**config.mk**
```make
export PLATFORM = sky130hd
export DESIGN_NAME = colour_table_arbiter_flat
export DESIGN_NICKNAME = d
export VERILOG_FILES = /design/src/rtl/colour_table_arbiter_if.sv /design/src/rtl/colour_table_arbiter.sv /design/src/flat_wrapper.sv
export SDC_FILE = /design/constraint.sdc
export NUM_CORES = 1
export LEC_CHECK = 0
export ABC_AREA = 1
export CAP_MARGIN = 20
export CORE_UTILIZATION = 44
export DETAILED_ROUTE_END_ITERATION = 12
export PLACE_DENSITY = 0.82
export RECOVER_POWER = 50
export SLEW_MARGIN = 25
export SYNTH_ARGS = -nofsm -noshare
export SYNTH_HDL_FRONTEND = slang
export SYNTH_SLANG_ARGS = --single-unit
export TNS_END_PERCENT = 1
```
**constraint.sdc**
```tcl
create_clock -name aclk -period 2.6 [get_ports aclk]
set_input_delay 0.52 -clock aclk [delete_from_list [all_inputs] [get_ports aclk]]
set_output_delay 0.52 -clock aclk [all_outputs]
set_load 0.02 [all_outputs]
```
**src/rtl/colour_table_arbiter_if.sv**
```systemverilog
// rtl/colour_table_arbiter_if.sv - request/response handshake bundle for one colour-table requester
interface colour_table_arbiter_if #(
  parameter int ADDR_WIDTH = 16,
  parameter int DATA_WIDTH = 16
);
  logic                  req_valid;
  logic                  req_ready;
  logic [ADDR_WIDTH-1:0] req_addr;
  logic                  rsp_valid;
  logic                  rsp_ready;
  logic [DATA_WIDTH-1:0] rsp_data;

  modport master (
    output req_valid, req_addr, rsp_ready,
    input  req_ready, rsp_valid, rsp_data
  );

  modport slave (
    input  req_valid, req_addr, rsp_ready,
    output req_ready, rsp_valid, rsp_data
  );
endinterface

```
**src/rtl/colour_table_arbiter.sv**
```systemverilog
// rtl/colour_table_arbiter.sv - two-requester colour-table read arbiter with 2-entry response FIFOs
// Optional starvation guard for requester 1 enabled by CT_ARB_STARVE_GUARD_EN.
module colour_table_arbiter #(
  parameter int ADDR_WIDTH   = 16,
  parameter int DATA_WIDTH   = 16,
  parameter int STARVE_LIMIT = 8
) (
  input  logic                  aclk,
  input  logic                  areset,
  colour_table_arbiter_if.slave req0,
  colour_table_arbiter_if.slave req1,
  output logic [ADDR_WIDTH-1:0] ct_address,
  input  logic [DATA_WIDTH-1:0] ct_data
);

`ifdef CT_ARB_STARVE_GUARD_EN
  localparam bit GUARD_EN = 1'b1;
`else
  localparam bit GUARD_EN = 1'b0;
`endif

  logic [1:0]            req_valid, rsp_ready, inflight, head_valid, pop, space, ready, accept;
  logic [ADDR_WIDTH-1:0] req_addr [2];
  logic [DATA_WIDTH-1:0] fifo_mem [2][2];
  logic [DATA_WIDTH-1:0] head_data [2];
  logic [1:0]            occ [2];
  logic [1:0]            rd_ptr, wr_ptr;
  logic                  slot_valid, slot_owner;
  logic [ADDR_WIDTH-1:0] last_addr;
  logic [7:0]            starve_cnt;
  logic                  starve_hit;

  always_comb begin
    req_valid   = {req1.req_valid, req0.req_valid};
    rsp_ready   = {req1.rsp_ready, req0.rsp_ready};
    req_addr[0] = req0.req_addr;
    req_addr[1] = req1.req_addr;
  end

  // An in-flight slot landing while the head leaves keeps occupancy at one,
  // which is what lets a single requester stream one read per cycle.
  always_comb begin
    inflight     = '0;
    head_valid   = '0;
    pop          = '0;
    space        = '0;
    head_data[0] = '0;
    head_data[1] = '0;
    for (int i = 0; i < 2; i++) begin
      inflight[i]   = slot_valid && (slot_owner == 1'(i));
      head_valid[i] = (occ[i] != 2'd0);
      pop[i]        = head_valid[i] && rsp_ready[i];
      head_data[i]  = fifo_mem[i][rd_ptr[i]];
      space[i]      = ((3'(occ[i]) + 3'(inflight[i])) < 3'd2)
                      || (inflight[i] && (occ[i] == 2'd1) && pop[i]);
    end
  end

  assign starve_hit = GUARD_EN && (starve_cnt == 8'(STARVE_LIMIT)) && space[1];

  always_comb begin
    ready    = '0;
    ready[0] = !areset && space[0] && !(starve_hit && req_valid[1]);
    ready[1] = !areset && space[1] && (starve_hit || !(req_valid[0] && space[0]));
    accept   = req_valid & ready;

    ct_address = '0;
    if (!areset) begin
      if (accept[1])      ct_address = req_addr[1];
      else if (accept[0]) ct_address = req_addr[0];
      else                ct_address = last_addr;
    end

    req0.req_ready = ready[0];
    req1.req_ready = ready[1];
    req0.rsp_valid = !areset && head_valid[0];
    req1.rsp_valid = !areset && head_valid[1];
    req0.rsp_data  = (!areset && head_valid[0]) ? head_data[0] : '0;
    req1.rsp_data  = (!areset && head_valid[1]) ? head_data[1] : '0;
  end

  always_ff @(posedge aclk) begin
    if (areset) begin
      slot_valid <= 1'b0;
      slot_owner <= 1'b0;
      last_addr  <= '0;
      rd_ptr     <= '0;
      wr_ptr     <= '0;
      occ[0]     <= '0;
      occ[1]     <= '0;
      starve_cnt <= '0;
    end else begin
      slot_valid <= |accept;
      slot_owner <= accept[1];
      if (|accept) last_addr <= ct_address;

      for (int i = 0; i < 2; i++) begin
        if (inflight[i]) begin
          fifo_mem[i][wr_ptr[i]] <= ct_data;
          wr_ptr[i]              <= ~wr_ptr[i];
        end
        if (pop[i]) rd_ptr[i] <= ~rd_ptr[i];
        occ[i] <= occ[i] + 2'(inflight[i]) - 2'(pop[i]);
      end

      if (accept[1] || !req_valid[1])  starve_cnt <= '0;
      else if (GUARD_EN && space[1])   starve_cnt <= starve_cnt + 8'd1;
    end
  end

endmodule

```
**src/flat_wrapper.sv**
```systemverilog
// flat-port wrapper written by rule: the top's interface ports become plain ports
module colour_table_arbiter_flat 
#(
  parameter int ADDR_WIDTH   = 16,
  parameter int DATA_WIDTH   = 16,
  parameter int STARVE_LIMIT = 8
)
  (aclk, areset, ct_address, ct_data, req0_req_valid, req0_req_addr, req0_rsp_ready, req0_req_ready, req0_rsp_valid, req0_rsp_data, req1_req_valid, req1_req_addr, req1_rsp_ready, req1_req_ready, req1_rsp_valid, req1_rsp_data);
  colour_table_arbiter_if #(.ADDR_WIDTH(ADDR_WIDTH), .DATA_WIDTH(DATA_WIDTH)) req0_i ();
  colour_table_arbiter_if #(.ADDR_WIDTH(ADDR_WIDTH), .DATA_WIDTH(DATA_WIDTH)) req1_i ();
  input  logic aclk;
  input  logic areset;
  output logic [ADDR_WIDTH-1:0] ct_address;
  input  logic [DATA_WIDTH-1:0] ct_data;
  input wire logic [$bits(req0_i.req_valid)-1:0] req0_req_valid;
  input wire logic [$bits(req0_i.req_addr)-1:0] req0_req_addr;
  input wire logic [$bits(req0_i.rsp_ready)-1:0] req0_rsp_ready;
  output wire logic [$bits(req0_i.req_ready)-1:0] req0_req_ready;
  output wire logic [$bits(req0_i.rsp_valid)-1:0] req0_rsp_valid;
  output wire logic [$bits(req0_i.rsp_data)-1:0] req0_rsp_data;
  input wire logic [$bits(req1_i.req_valid)-1:0] req1_req_valid;
  input wire logic [$bits(req1_i.req_addr)-1:0] req1_req_addr;
  input wire logic [$bits(req1_i.rsp_ready)-1:0] req1_rsp_ready;
  output wire logic [$bits(req1_i.req_ready)-1:0] req1_req_ready;
  output wire logic [$bits(req1_i.rsp_valid)-1:0] req1_rsp_valid;
  output wire logic [$bits(req1_i.rsp_data)-1:0] req1_rsp_data;
  assign req0_i.req_valid = req0_req_valid;
  assign req0_i.req_addr = req0_req_addr;
  assign req0_i.rsp_ready = req0_rsp_ready;
  assign req0_req_ready = req0_i.req_ready;
  assign req0_rsp_valid = req0_i.rsp_valid;
  assign req0_rsp_data = req0_i.rsp_data;
  assign req1_i.req_valid = req1_req_valid;
  assign req1_i.req_addr = req1_req_addr;
  assign req1_i.rsp_ready = req1_rsp_ready;
  assign req1_req_ready = req1_i.req_ready;
  assign req1_rsp_valid = req1_i.rsp_valid;
  assign req1_rsp_data = req1_i.rsp_data;
  colour_table_arbiter #(.ADDR_WIDTH(ADDR_WIDTH), .DATA_WIDTH(DATA_WIDTH), .STARVE_LIMIT(STARVE_LIMIT)) u_core (.aclk(aclk), .areset(areset), .req0(req0_i), .req1(req1_i), .ct_address(ct_address), .ct_data(ct_data));
endmodule
```
==> impl_metrics.sql, run 1 <==
INSERT INTO impl_metrics (metric_group, metric, value, unit) VALUES
('hold_path', 'holdPathEnd', 'u_core.last_addr[15]', ''),
('setup_path', 'ff2ff_setup_slack', '860', 'ps'),
('power_and_ir_drop', 'netSwitchingFraction', '38.3', '%'),
('sta', 'finish_stage_setup_viols', '0', ''),
('final_layout', 'area_growth_syn_to_layout', '34.3', '%'),
('detailed_routing', 'wirelength', '8270', 'um'),
('global_route', 'grt_max_degree', '20', ''),
('power_and_ir_drop', 'comb_power_share', '39.5', '%'),
('power_and_ir_drop', 'static-leakage-power', '2.72', 'nW'),
('sta', 'timing.setup.tns', '0', 'ps'),
('clock_tree', 'clockRootBuffer', 'sky130_fd_sc_hd__clkbuf_8', ''),
('power_and_ir_drop', 'p_per_area', '801', 'mW/mm^2'),
('power_and_ir_drop', 'p_sw', '1.69', 'mW'),
('die', 'core_area', '0.00889', 'mm^2'),
('sta', 'timing.final.crit_period', '2560', 'ps'),
('global_route', 'grt_pass1_vias', '3201', ''),
('clock_tree', 'post-cts-setup-buffer-count', '0', ''),
('logic_synthesis', 'synth_async_sr_flop_share', '0', '%'),
('logic_synthesis', 'yosys_warnings', '0', ''),
('setup_path', 'path_buf_inv', '4', ''),
('clock_tree', 'clk_transition_reported_paths', '90', 'ps'),
('sta', 'slew_violations', '0', ''),
('final_layout', 'final_layout_size_suffix_gt1_share', '16.7', '%'),
('hold_path', 'hold_class', 'reg -> reg', ''),
('power_and_ir_drop', 'share_seq_of_total_power', '39.9', '%'),
('clock_tree', 'cts_max_level', '3', ''),
('setup_path', 'critPathMaxStageDelay', '430', 'ps'),
('logic_synthesis', 'synth.top_cells.by_area', 'sky130_fd_sc_hd__edfxtp_1, sky130_fd_sc_hd__nand2_1, sky130_fd_sc_hd__dfxtp_1', ''),
('power_and_ir_drop', 'p_clk_share', '20.6', '%'),
('setup_path', 'reg2reg_to', 'u_core.occ[0][1]', ''),
('detailed_routing', 'first_iter_violations', '127', ''),
('sta', 'clock_skew', '8.60', 'ps'),
('sta', 'max-slew-margin-rel', '62.1', '%'),
('power_and_ir_drop', 'power', '4.42', 'mW'),
('setup_path', 'cp_top_family', 'buffers and inverters', ''),
('logic_synthesis', 'netlist_top_cells_count', 'sky130_fd_sc_hd__nand2_1, sky130_fd_sc_hd__edfxtp_1, sky130_fd_sc_hd__inv_1', ''),
('sta', 'report.final.hold_viol_count', '0', ''),
('die', 'die_height', '98.6', 'um'),
('setup_path', 'setup.worst_path.end_class', 'output port', ''),
('logic_synthesis', 'postSynthNetCount', '508', ''),
('logic_synthesis', 'most_used_dff_post_synth', 'sky130_fd_sc_hd__edfxtp_1', ''),
('hold_path', 'hold_path_startpoint', 'u_core.last_addr[15]', ''),
('power_and_ir_drop', 'internal_power', '2.72', 'mW'),
('logic_synthesis', 'synth.avg_cell_area', '9.10', 'um^2'),
('setup_path', 'setup.worst_path.start_class', 'input pin', ''),
('clock_tree', 'ctsLongestPathBuffers', '2', ''),
('setup_path', 'worst_path_max_delay_cell', 'sky130_fd_sc_hd__clkdlybuf4s50_1', ''),
('die', 'die-area', '0.00972', 'mm^2'),
('logic_synthesis', 'postSynthRegisterBits', '90', ''),
('hold_path', 'timing.hold.worst_path_depth', '2', ''),
('setup_path', 'worst-endpoint-arrival', '2040', 'ps'),
('detailed_routing', 'remaining_drc_errors', '0', ''),
('logic_synthesis', 'netlist_area', '0.00410', 'mm^2'),
('setup_path', 'timing.setup.critical_path_class', 'in -> out', ''),
('die', 'io_pins', '106', ''),
('logic_synthesis', 'synth_enable_flop_cells', '64', ''),
('logic_synthesis', 'synth_seq_area_share', '59.5', '%'),
('detailed_routing', 'dr_total_vias', '3142', ''),
('final_layout', 'layout.cells.non_filler', '685', ''),
('logic_synthesis', 'synthMostInstantiatedCell', 'sky130_fd_sc_hd__nand2_1', ''),
('die', 'dieWidth', '98.6', 'um'),
('outcome', 'status', 'complete, no violations', ''),
('placement', 'place_hpwl', '5870', 'um'),
('setup_path', 'reg2reg_from', 'u_core.occ[0][0]', ''),
('setup_path', 'worstPathCellList', 'clkdlybuf4s50_1, inv_2, nand2_1, nor2_4, buf_4, nand4_1, nand2_1, nor2_2, nor2_1, clkdlybuf4s15_2', ''),
('flow_run', 'maxCapViolations', '0', ''),
('setup_path', 'worst_ep_required_time', '2080', 'ps'),
('global_route', 'antenna_violations_before_repair', '1', ''),
('clock_tree', 'tritoncts.num_buffers', '9', ''),
('power_and_ir_drop', 'peakVddDrop', '407', 'uV'),
('global_route', 'grt_residual_overflow', '0', '');
-- flip-flops by register name, indices dropped and copies added (netlist names) --
signal             cells
u_core.fifo_mem       64
u_core.last_addr      16
u_core.occ             4
u_core.rd_ptr          2
u_core.wr_ptr          2
u_core.slot_owner      1
u_core.slot_valid      1
-- worst min-delay path, cell delays in order, from the launching register on --
cell and delay, ps:
sky130_fd_sc_hd__dfxtp_1 320, sky130_fd_sc_hd__nand3_2 70, sky130_fd_sc_hd__nand2_1 40
-- kinds of logic (layout without fill, tap and decap cells) --
family	Yosys count	count (layout)	synth area share, %
compound gates	12	12	1.65
xor+xnor	4	4	0.854
fa+ha+maj	3	3	0.915
buf+inv	83	208	8.29
flops	90	90	59.5
other cells	0	1	0
simple gates	259	259	28.8
-- worst max-delay path by stage --
stage | startpoint | endpoint | slack [ps] | depth (start not counted)
3_5_place_dp | req1_rsp_ready | ct_address[8] | -330 | 11
6_report | areset | ct_address[13] | 40 | 10
2_1_floorplan | areset | u_core.fifo_mem[0][32] | 320 | 2
3_3_place_gp | req1_rsp_ready | ct_address[8] | -310 | 11
5_1_grt | areset | ct_address[5] | -50 | 10
4_1_cts | req1_rsp_ready | ct_address[12] | 6 | 12
-- cell type report --
cell class	instances	area, um^2
antenna	1	2.50
inverter	69	274
tap	108	135
sequential	90	2440
clock buffer	9	124
timing repair buffer	123	1120
clock inverter	7	73.8
multi-input combinational	278	1330
fill	759	3380
-- per-stage QoR --
step	hold WS, ps	area, um^2	utilization (%)	setup slack (ps)
after global placement	443	5400	60.8	-305
final	460	5510	62.0	42.3
after detailed placement	453	5400	60.8	-328
after CTS	466	5570	62.6	5.73
after floorplan	437	4100	-	320
after global routing	485	5510	62.0	-52.0
-- placed cells by master (no fill, tap or decap), drive strengths merged, types with 10 or more instances in the layout --
cell type        n
nand2          196
inv             71
edfxtp          64
nor2            42
clkdlybuf4s50   38
dlygate4sd2     35
buf             30
dfxtp           26
dlygate4sd3     16
nand3           10
-- power groups by stage --
stage / clock (mW) / sequential (mW) / combinational (mW)
floorplan: 0 / 1.78 / 1.12
global placement: 0 / 1.79 / 1.87
detailed placement: 0 / 1.80 / 1.92
CTS: 0.927 / 1.76 / 1.81
global route: 0.996 / 1.78 / 1.95
finish: 0.908 / 1.76 / 1.75
-- layer usage --
layer	routed length [um]	up-vias	GRT usage, %
met2	4180	100	34.6
met5	0	-	0
met3	562	9	5.46
li1	-	1637	-
met1	3410	1396	20.8
met4	114	0	6.77
-- repair_timing --
item                       in CTS  in global routing
gates resized for setup        85                 12
setup endpoints to repair      51                 15
pin swaps                       0                  1
hold buffers                    0                  0
cloned                          0                  0
No activity file was read; power rests on OpenSTA's default activity.
==> run 2, diff against run 1 <==
==> constraint.sdc (replaced) <==
create_clock -name aclk -period 2.6 [get_ports aclk]
set_input_delay 0.39 -clock aclk [delete_from_list [all_inputs] [get_ports aclk]]
set_output_delay 0.39 -clock aclk [all_outputs]
set_load 0.02 [all_outputs]
==> run 2 against run 1 <==
Die area unchanged. Critical endpoint is now req1_rsp_data[10]. Power increased by 5.7%. Design area increased by 2.8%. Clock power increased by 17%. Global-route usage decreased by 0.11 points. Register-to-register slack got worse by 160 ps. Largest cell class unchanged. First-iteration DRC count decreased by 17%. Hold slack improved by 0.75 ps. Critical path type unchanged. Non-clock buffer count increased by 2. Wire length increased by 3.6%. Combinational power increased by 5%.
==> impl_metrics.sql, run 2 (synthesis gave the netlist of run 1 again) <==
INSERT INTO impl_metrics (metric_group, metric, value, unit) VALUES
('power_and_ir_drop', 'netSwitchingFraction', '36.0', '%'),
('sta', 'timing.final.crit_period', '2530', 'ps'),
('placement', 'buffer_ports.inserted', '105', ''),
('power_and_ir_drop', 'p_clk_share', '22.7', '%'),
('die', 'die_height', '98.6', 'um'),
('power_and_ir_drop', 'p_sw', '1.68', 'mW'),
('detailed_routing', 'wl_per_cell', '12.5', 'um'),
('sta', 'max-slew-margin-rel', '33.2', '%'),
('clock_tree', 'clk_transition_reported_paths', '90', 'ps'),
('detailed_routing', 'antenna_violating_nets_post_route', '0', ''),
('clock_tree', 'ctsLongestPathBuffers', '2', ''),
('clock_tree', 'cts_tree', 'done', ''),
('setup_path', 'worst_ep_required_time', '2210', 'ps'),
('final_layout', 'nets', '630', ''),
('global_route', 'grt_residual_overflow', '0', ''),
('setup_path', 'worst-endpoint-arrival', '2140', 'ps'),
('detailed_routing', 'viasPerCell', '4.60', ''),
('hold_path', 'timing.hold.worst_path_depth', '2', ''),
('detailed_routing', 'wirelength', '8570', 'um'),
('die', 'core.rowCount', '34', ''),
('sta', 'report.final.hold_viol_count', '0', ''),
('clock_tree', 'clock_sink_count', '90', ''),
('global_route', 'grt_max_degree', '29', ''),
('clock_tree', 'clock_latency', '360', 'ps'),
('clock_tree', 'tritoncts.num_buffers', '9', ''),
('sta', 'min_period_over_period', '97.5', '%'),
('sta', 'max_freq', '395', 'MHz'),
('power_and_ir_drop', 'share_seq_of_total_power', '37.8', '%'),
('power_and_ir_drop', 'static-leakage-power', '2.93', 'nW'),
('final_layout', 'stdcell_area', '0.00567', 'mm^2'),
('setup_path', 'timing.setup.critical_path_class', 'in -> out', ''),
('final_layout', 'most_common_cell_after_layout_fill_and_taps_aside', 'sky130_fd_sc_hd__nand2_1', ''),
('power_and_ir_drop', 'internal_power', '2.99', 'mW'),
('die', 'core_area', '0.00889', 'mm^2'),
('clock_tree', 'clockRootBuffer', 'sky130_fd_sc_hd__clkbuf_8', ''),
('detailed_routing', 'drt_first_pass_iters', '4', ''),
('detailed_routing', 'remaining_drc_errors', '0', ''),
('power_and_ir_drop', 'peakVddDrop', '429', 'uV'),
('placement', 'dpl_cell_area', '0.00542', 'mm^2'),
('setup_path', 'worst-r2r-cell-count', '5', ''),
('flow_run', 'maxCapViolations', '0', ''),
('global_route', 'grt_pass1_vias', '3026', ''),
('final_layout', 'layout_common_cells', 'sky130_fd_sc_hd__nand2_1, sky130_fd_sc_hd__edfxtp_1, sky130_fd_sc_hd__inv_1', ''),
('power_and_ir_drop', 'power', '4.67', 'mW'),
('clock_tree', 'cts_max_level', '3', ''),
('die', 'die-area', '0.00972', 'mm^2'),
('setup_path', 'cp_max_fo', '28', ''),
('final_layout', 'final_layout_size_suffix_gt1_share', '14.0', '%'),
('final_layout', 'finish.utilization', '63.7', '%'),
('final_layout', 'layout.cells.non_filler', '687', ''),
('placement', 'place_hpwl', '5910', 'um'),
('sta', 'finish_stage_setup_viols', '0', ''),
('die', 'initial_utilization', '46.2', '%'),
('power_and_ir_drop', 'p_per_area', '824', 'mW/mm^2'),
('setup_path', 'setup.worst_path.start_class', 'input pin', ''),
('setup_path', 'setup.worst_path.end_class', 'output port', ''),
('sta', 'max_slew.worst_pin.slew', '1000', 'ps'),
('die', 'dieWidth', '98.6', 'um'),
('global_route', 'grt_util_all_layers', '18.8', '%'),
('detailed_routing', 'first_iter_violations', '105', ''),
('final_layout', 'area_growth_syn_to_layout', '38.0', '%'),
('detailed_routing', 'dr_total_vias', '3158', ''),
('outcome', 'status', 'complete, no violations', ''),
('global_route', 'antenna_violations_before_repair', '1', ''),
('hold_path', 'hold_class', 'reg -> reg', ''),
('die', 'io_pins', '106', ''),
('placement', 'place.detailed.instances', '670', ''),
('final_layout', 'max_ffs_per_register', '64', ''),
('power_and_ir_drop', 'comb_power_share', '39.5', '%'),
('global_route', 'first_pass_grt_wire_length', '14200', 'um'),
('placement', 'gp_routability_congestion', '0.700', ''),
('sta', 'slew_violations', '0', ''),
('sta', 'clock_skew', '8.29', 'ps');
==> run 2: critical path, cell delays in order <==
cell                              delay (ps)
sky130_fd_sc_hd__clkdlybuf4s50_1         430
sky130_fd_sc_hd__buf_4                   240
sky130_fd_sc_hd__a21oi_2                 180
sky130_fd_sc_hd__buf_12                  170
sky130_fd_sc_hd__nand2_1                  60
sky130_fd_sc_hd__inv_1                    50
sky130_fd_sc_hd__clkdlybuf4s50_1         600
==> run 2: path summary, 6_finish.rpt <==
check	startpoint	to	slack [ps]
worst max-delay path	areset	req1_rsp_data[10]	70
worst min-delay path	u_core.last_addr[6]	u_core.last_addr[6]	460
worst max register to register	u_core.slot_owner	u_core.fifo_mem[0][57]	700
worst min register to register	u_core.last_addr[6]	u_core.last_addr[6]	460
==> run 2: routing by layer <==
metal / up-vias / global-route usage, % / part of all wire, %
met4: 0 / 7.35 / 1.1
met2: 93 / 33.2 / 51
met5: - / 0 / 0
li1: 1637 / - / -
met3: 10 / 4.18 / 6.2
met1: 1418 / 22.3 / 42
==> run 2: area by class of cell <==
cell class	instances	area, um^2
antenna	1	2.50
clock buffer	9	124
clock inverter	7	98.8
fill	716	3230
inverter	69	273
multi-input combinational	278	1330
sequential	90	2440
tap	108	135
timing repair buffer	125	1260
==> run 2: power groups by stage <==
stage | clock network, mW | registers, mW | logic, mW
2_1_floorplan | 0 | 1.78 | 1.12
3_3_place_gp | 0 | 1.79 | 1.87
3_5_place_dp | 0 | 1.80 | 1.91
4_1_cts | 1.07 | 1.76 | 1.89
5_1_grt | 1.13 | 1.78 | 2.04
6_report | 1.06 | 1.77 | 1.84
==> run 2: repair_timing <==
item,in CTS,in global routing
hold buffers,0,0
setup endpoints to repair,16,25
setup buffers,0,0
resized for setup,16,19
==> run 2: per-stage QoR <==
stage	setup TNS, ps	hold slack [ps]	setup WS (ps)
floorplan	0	437	450
CTS	0	466	33.2
global route	-0.260	487	-0.260
detailed placement	-1130	453	-109
finish	0	461	66.3
global placement	-506	442	-47.2
==> run 3, diff against run 2 <==
- CORE_UTILIZATION: 44 -> 30
- PLACE_DENSITY: 0.82 -> 0.63
==> run 3 against run 2 <==
Sequential power hardly changed. Utilization is 20 points lower. Global-route usage is 5.5 points lower. Die area is 46% higher. Hold slack worse by 7.7 ps. Clock skew is 3.6 ps lower. Critical path depth stayed put. First-iteration DRC count is 19% higher. Via count is 1.5% lower. Fmax is 0.93% higher. Clock power is 28% higher.
==> impl_metrics.sql, run 3 (synthesis gave the netlist of run 1 again) <==
INSERT INTO impl_metrics (metric_group, metric, value, unit) VALUES
('flow_run', 'maxCapViolations', '0', ''),
('die', 'die-area', '0.0142', 'mm^2'),
('placement', 'detailedPlace.worstSlack', '-112', 'ps'),
('final_layout', 'final_layout_size_suffix_gt1_share', '13.0', '%'),
('detailed_routing', 'wl_per_cell', '11.5', 'um'),
('setup_path', 'reg2reg_to', 'u_core.fifo_mem[0][54]', ''),
('detailed_routing', 'first_iter_violations', '125', ''),
('global_route', 'grt_pass1_vias', '3012', ''),
('setup_path', 'timing_endpoint_of_the_critical_path', 'req0_rsp_data[15]', ''),
('global_route', 'grt_util_all_layers', '13.3', '%'),
('detailed_routing', 'remaining_drc_errors', '0', ''),
('outcome', 'status', 'complete, no violations', ''),
('final_layout', 'nets', '631', ''),
('clock_tree', 'ctsLongestPathBuffers', '2', ''),
('global_route', 'grt_use_met1', '16.2', '%'),
('hold_path', 'hold_class', 'reg -> reg', ''),
('clock_tree', 'cts_tree', 'done', ''),
('die', 'dieWidth', '119', 'um'),
('power_and_ir_drop', 'peakVddDrop', '339', 'uV'),
('setup_path', 'path_common_cell', 'sky130_fd_sc_hd__clkdlybuf4s50_1', ''),
('sta', 'finish_stage_setup_viols', '0', ''),
('detailed_routing', 'viasPerCell', '4.12', ''),
('placement', 'gp_routability_congestion', '0.748', ''),
('sta', 'max_slew.worst_pin.slew', '1080', 'ps'),
('final_layout', 'antenna_cells_inserted', '0', ''),
('sta', 'report.final.hold_viol_count', '0', ''),
('power_and_ir_drop', 'static-leakage-power', '2.65', 'nW'),
('sta', 'max-slew-margin-rel', '27.8', '%'),
('die', 'core_area', '0.0133', 'mm^2'),
('final_layout', 'stdcell_area', '0.00578', 'mm^2'),
('global_route', 'global_route.peak_usage_layer', 'met2', ''),
('final_layout', 'seqCellArea', '0.00244', 'mm^2'),
('sta', 'unrepaired_setup_endpoints_after_global_routing', 'no', ''),
('global_route', 'antenna_violations_before_repair', '0', ''),
('hold_path', 'hold_path_startpoint', 'u_core.last_addr[15]', ''),
('clock_tree', 'clock_sink_count', '90', ''),
('sta', 'min_period_over_period', '96.5', '%'),
('detailed_routing', 'drt_first_pass_iters', '4', ''),
('sta', 'timing.final.crit_period', '2510', 'ps'),
('global_route', 'grt.met2_usage', '22.3', '%'),
('global_route', 'grt_residual_overflow', '0', ''),
('clock_tree', 'tritoncts.num_buffers', '9', ''),
('final_layout', 'layout_common_cells', 'sky130_fd_sc_hd__nand2_1, sky130_fd_sc_hd__clkdlybuf4s50_1, sky130_fd_sc_hd__edfxtp_1', ''),
('die', 'initial_utilization', '30.9', '%'),
('sta', 'slew_violations', '0', ''),
('global_route', 'first_pass_grt_wire_length', '14600', 'um'),
('setup_path', 'reg2reg_from', 'u_core.slot_owner', ''),
('die', 'core.rowCount', '42', ''),
('final_layout', 'finish.utilization', '43.5', '%'),
('power_and_ir_drop', 'power', '4.95', 'mW'),
('detailed_routing', 'wirelength', '8710', 'um'),
('placement', 'dpl_cell_area', '0.00550', 'mm^2'),
('setup_path', 'crit_cells', '7', ''),
('sta', 'timing.setup.tns', '0', 'ps'),
('sta', 'max_freq', '398', 'MHz'),
('detailed_routing', 'antenna_violating_nets_post_route', '0', ''),
('final_layout', 'multi_input_comb_area', '0.00132', 'mm^2'),
('sta', 'clock_skew', '4.73', 'ps'),
('setup_path', 'cp_top_family', 'buffers and inverters', ''),
('clock_tree', 'cts_max_level', '3', ''),
('global_route', 'groute.layer.met3.usage', '3.88', '%'),
('setup_path', 'worstPathCellList', 'clkdlybuf4s50_1, buf_4, a21oi_2, buf_12, nand2_1, inv_1, clkdlybuf4s50_1', ''),
('setup_path', 'cp_max_fo', '17', ''),
('setup_path', 'timing.setup.critical_path_class', 'in -> out', ''),
('clock_tree', 'post-cts-setup-buffer-count', '0', ''),
('setup_path', 'crit_start', 'areset', ''),
('setup_path', 'worst-endpoint-arrival', '2120', 'ps'),
('clock_tree', 'clock_latency', '330', 'ps'),
('die', 'io_pins', '106', ''),
('sta', 'final_critical_path_setup_slack', '89.7', 'ps'),
('setup_path', 'worst_ep_required_time', '2210', 'ps'),
('clock_tree', 'clk_transition_reported_paths', '60', 'ps'),
('setup_path', 'worst_path_max_delay_cell', 'sky130_fd_sc_hd__clkdlybuf4s50_1', ''),
('setup_path', 'ff2ff_setup_slack', '560', 'ps'),
('final_layout', 'area_growth_syn_to_layout', '40.8', '%'),
('final_layout', 'fillers', '1302', ''),
('final_layout', 'max_ffs_per_register', '64', ''),
('global_route', 'grt_max_degree', '19', ''),
('detailed_routing', 'dr_total_vias', '3112', ''),
('placement', 'place_hpwl', '6200', 'um'),
('power_and_ir_drop', 'p_per_area', '857', 'mW/mm^2'),
('setup_path', 'setup.worst_path.start_class', 'input pin', ''),
('setup_path', 'critPathMaxStageDelay', '590', 'ps'),
('setup_path', 'worst-r2r-cell-count', '5', ''),
('setup_path', 'path_buf_inv', '5', ''),
('placement', 'buffer_ports.inserted', '105', ''),
('clock_tree', 'clockRootBuffer', 'sky130_fd_sc_hd__clkbuf_16', ''),
('final_layout', 'most_common_cell_after_layout_fill_and_taps_aside', 'sky130_fd_sc_hd__nand2_1', ''),
('die', 'die_height', '119', 'um'),
('setup_path', 'setup.worst_path.end_class', 'output port', '');
## run 3: power breakdown
| part | leakage [nW] | internal (mW) | switching, mW |
|---|---|---|---|
| clock network | 0.147 | 0.845 | 0.513 |
| registers | 0.793 | 1.70 | 0.0670 |
| logic | 1.71 | 0.748 | 1.08 |
| total | 2.65 | 3.29 | 1.66 |
## run 3: routing by layer
metal  wire, um  share of wire [%]
met1       3870                 44
met2       4250                 49
met3        481                5.5
met4        100                1.1
met5          0                  0
## run 3: tightest hold or removal path, cell delays in order (launching register included)
cell                      delay, ps
sky130_fd_sc_hd__dfxtp_1        300
sky130_fd_sc_hd__nand3_2         70
sky130_fd_sc_hd__nand2_1         40
## run 3: worst min-delay path by stage
stage	endpoint	slack (ps)	cells after the start
4_1_cts	u_core.last_addr[10]	460	2
5_1_grt	u_core.last_addr[9]	480	2
6_report	u_core.last_addr[15]	450	2
2_1_floorplan	u_core.last_addr[6]	440	2
3_3_place_gp	u_core.last_addr[4]	440	2
3_5_place_dp	u_core.last_addr[10]	450	2
## run 3: stage by stage
stage | cells | hold WS (ps)
2_1_floorplan | 451 | 437
3_3_place_gp | 739 | 445
3_5_place_dp | 739 | 449
4_1_cts | 755 | 458
5_1_grt | 755 | 481
6_report | 755 | 453
## run 3: cell type report
| type | count | area share [%] |
|---|---|---|
| Tap cell | 176 | 3.81 |
| Sequential cell | 90 | 42.3 |
| Clock inverter | 4 | 1.32 |
| Inverter | 69 | 4.76 |
| Timing Repair Buffer | 126 | 20.8 |
| Clock buffer | 12 | 4.09 |
| Multi-Input combinational cell | 278 | 22.9 |
## run 3: timing repair
item / 4_1_cts / 5_1_grt
resized for setup: 17 / 1
hold buffers: 0 / 0
setup endpoints to repair: 16 / 9
pin swaps: 0 / 0
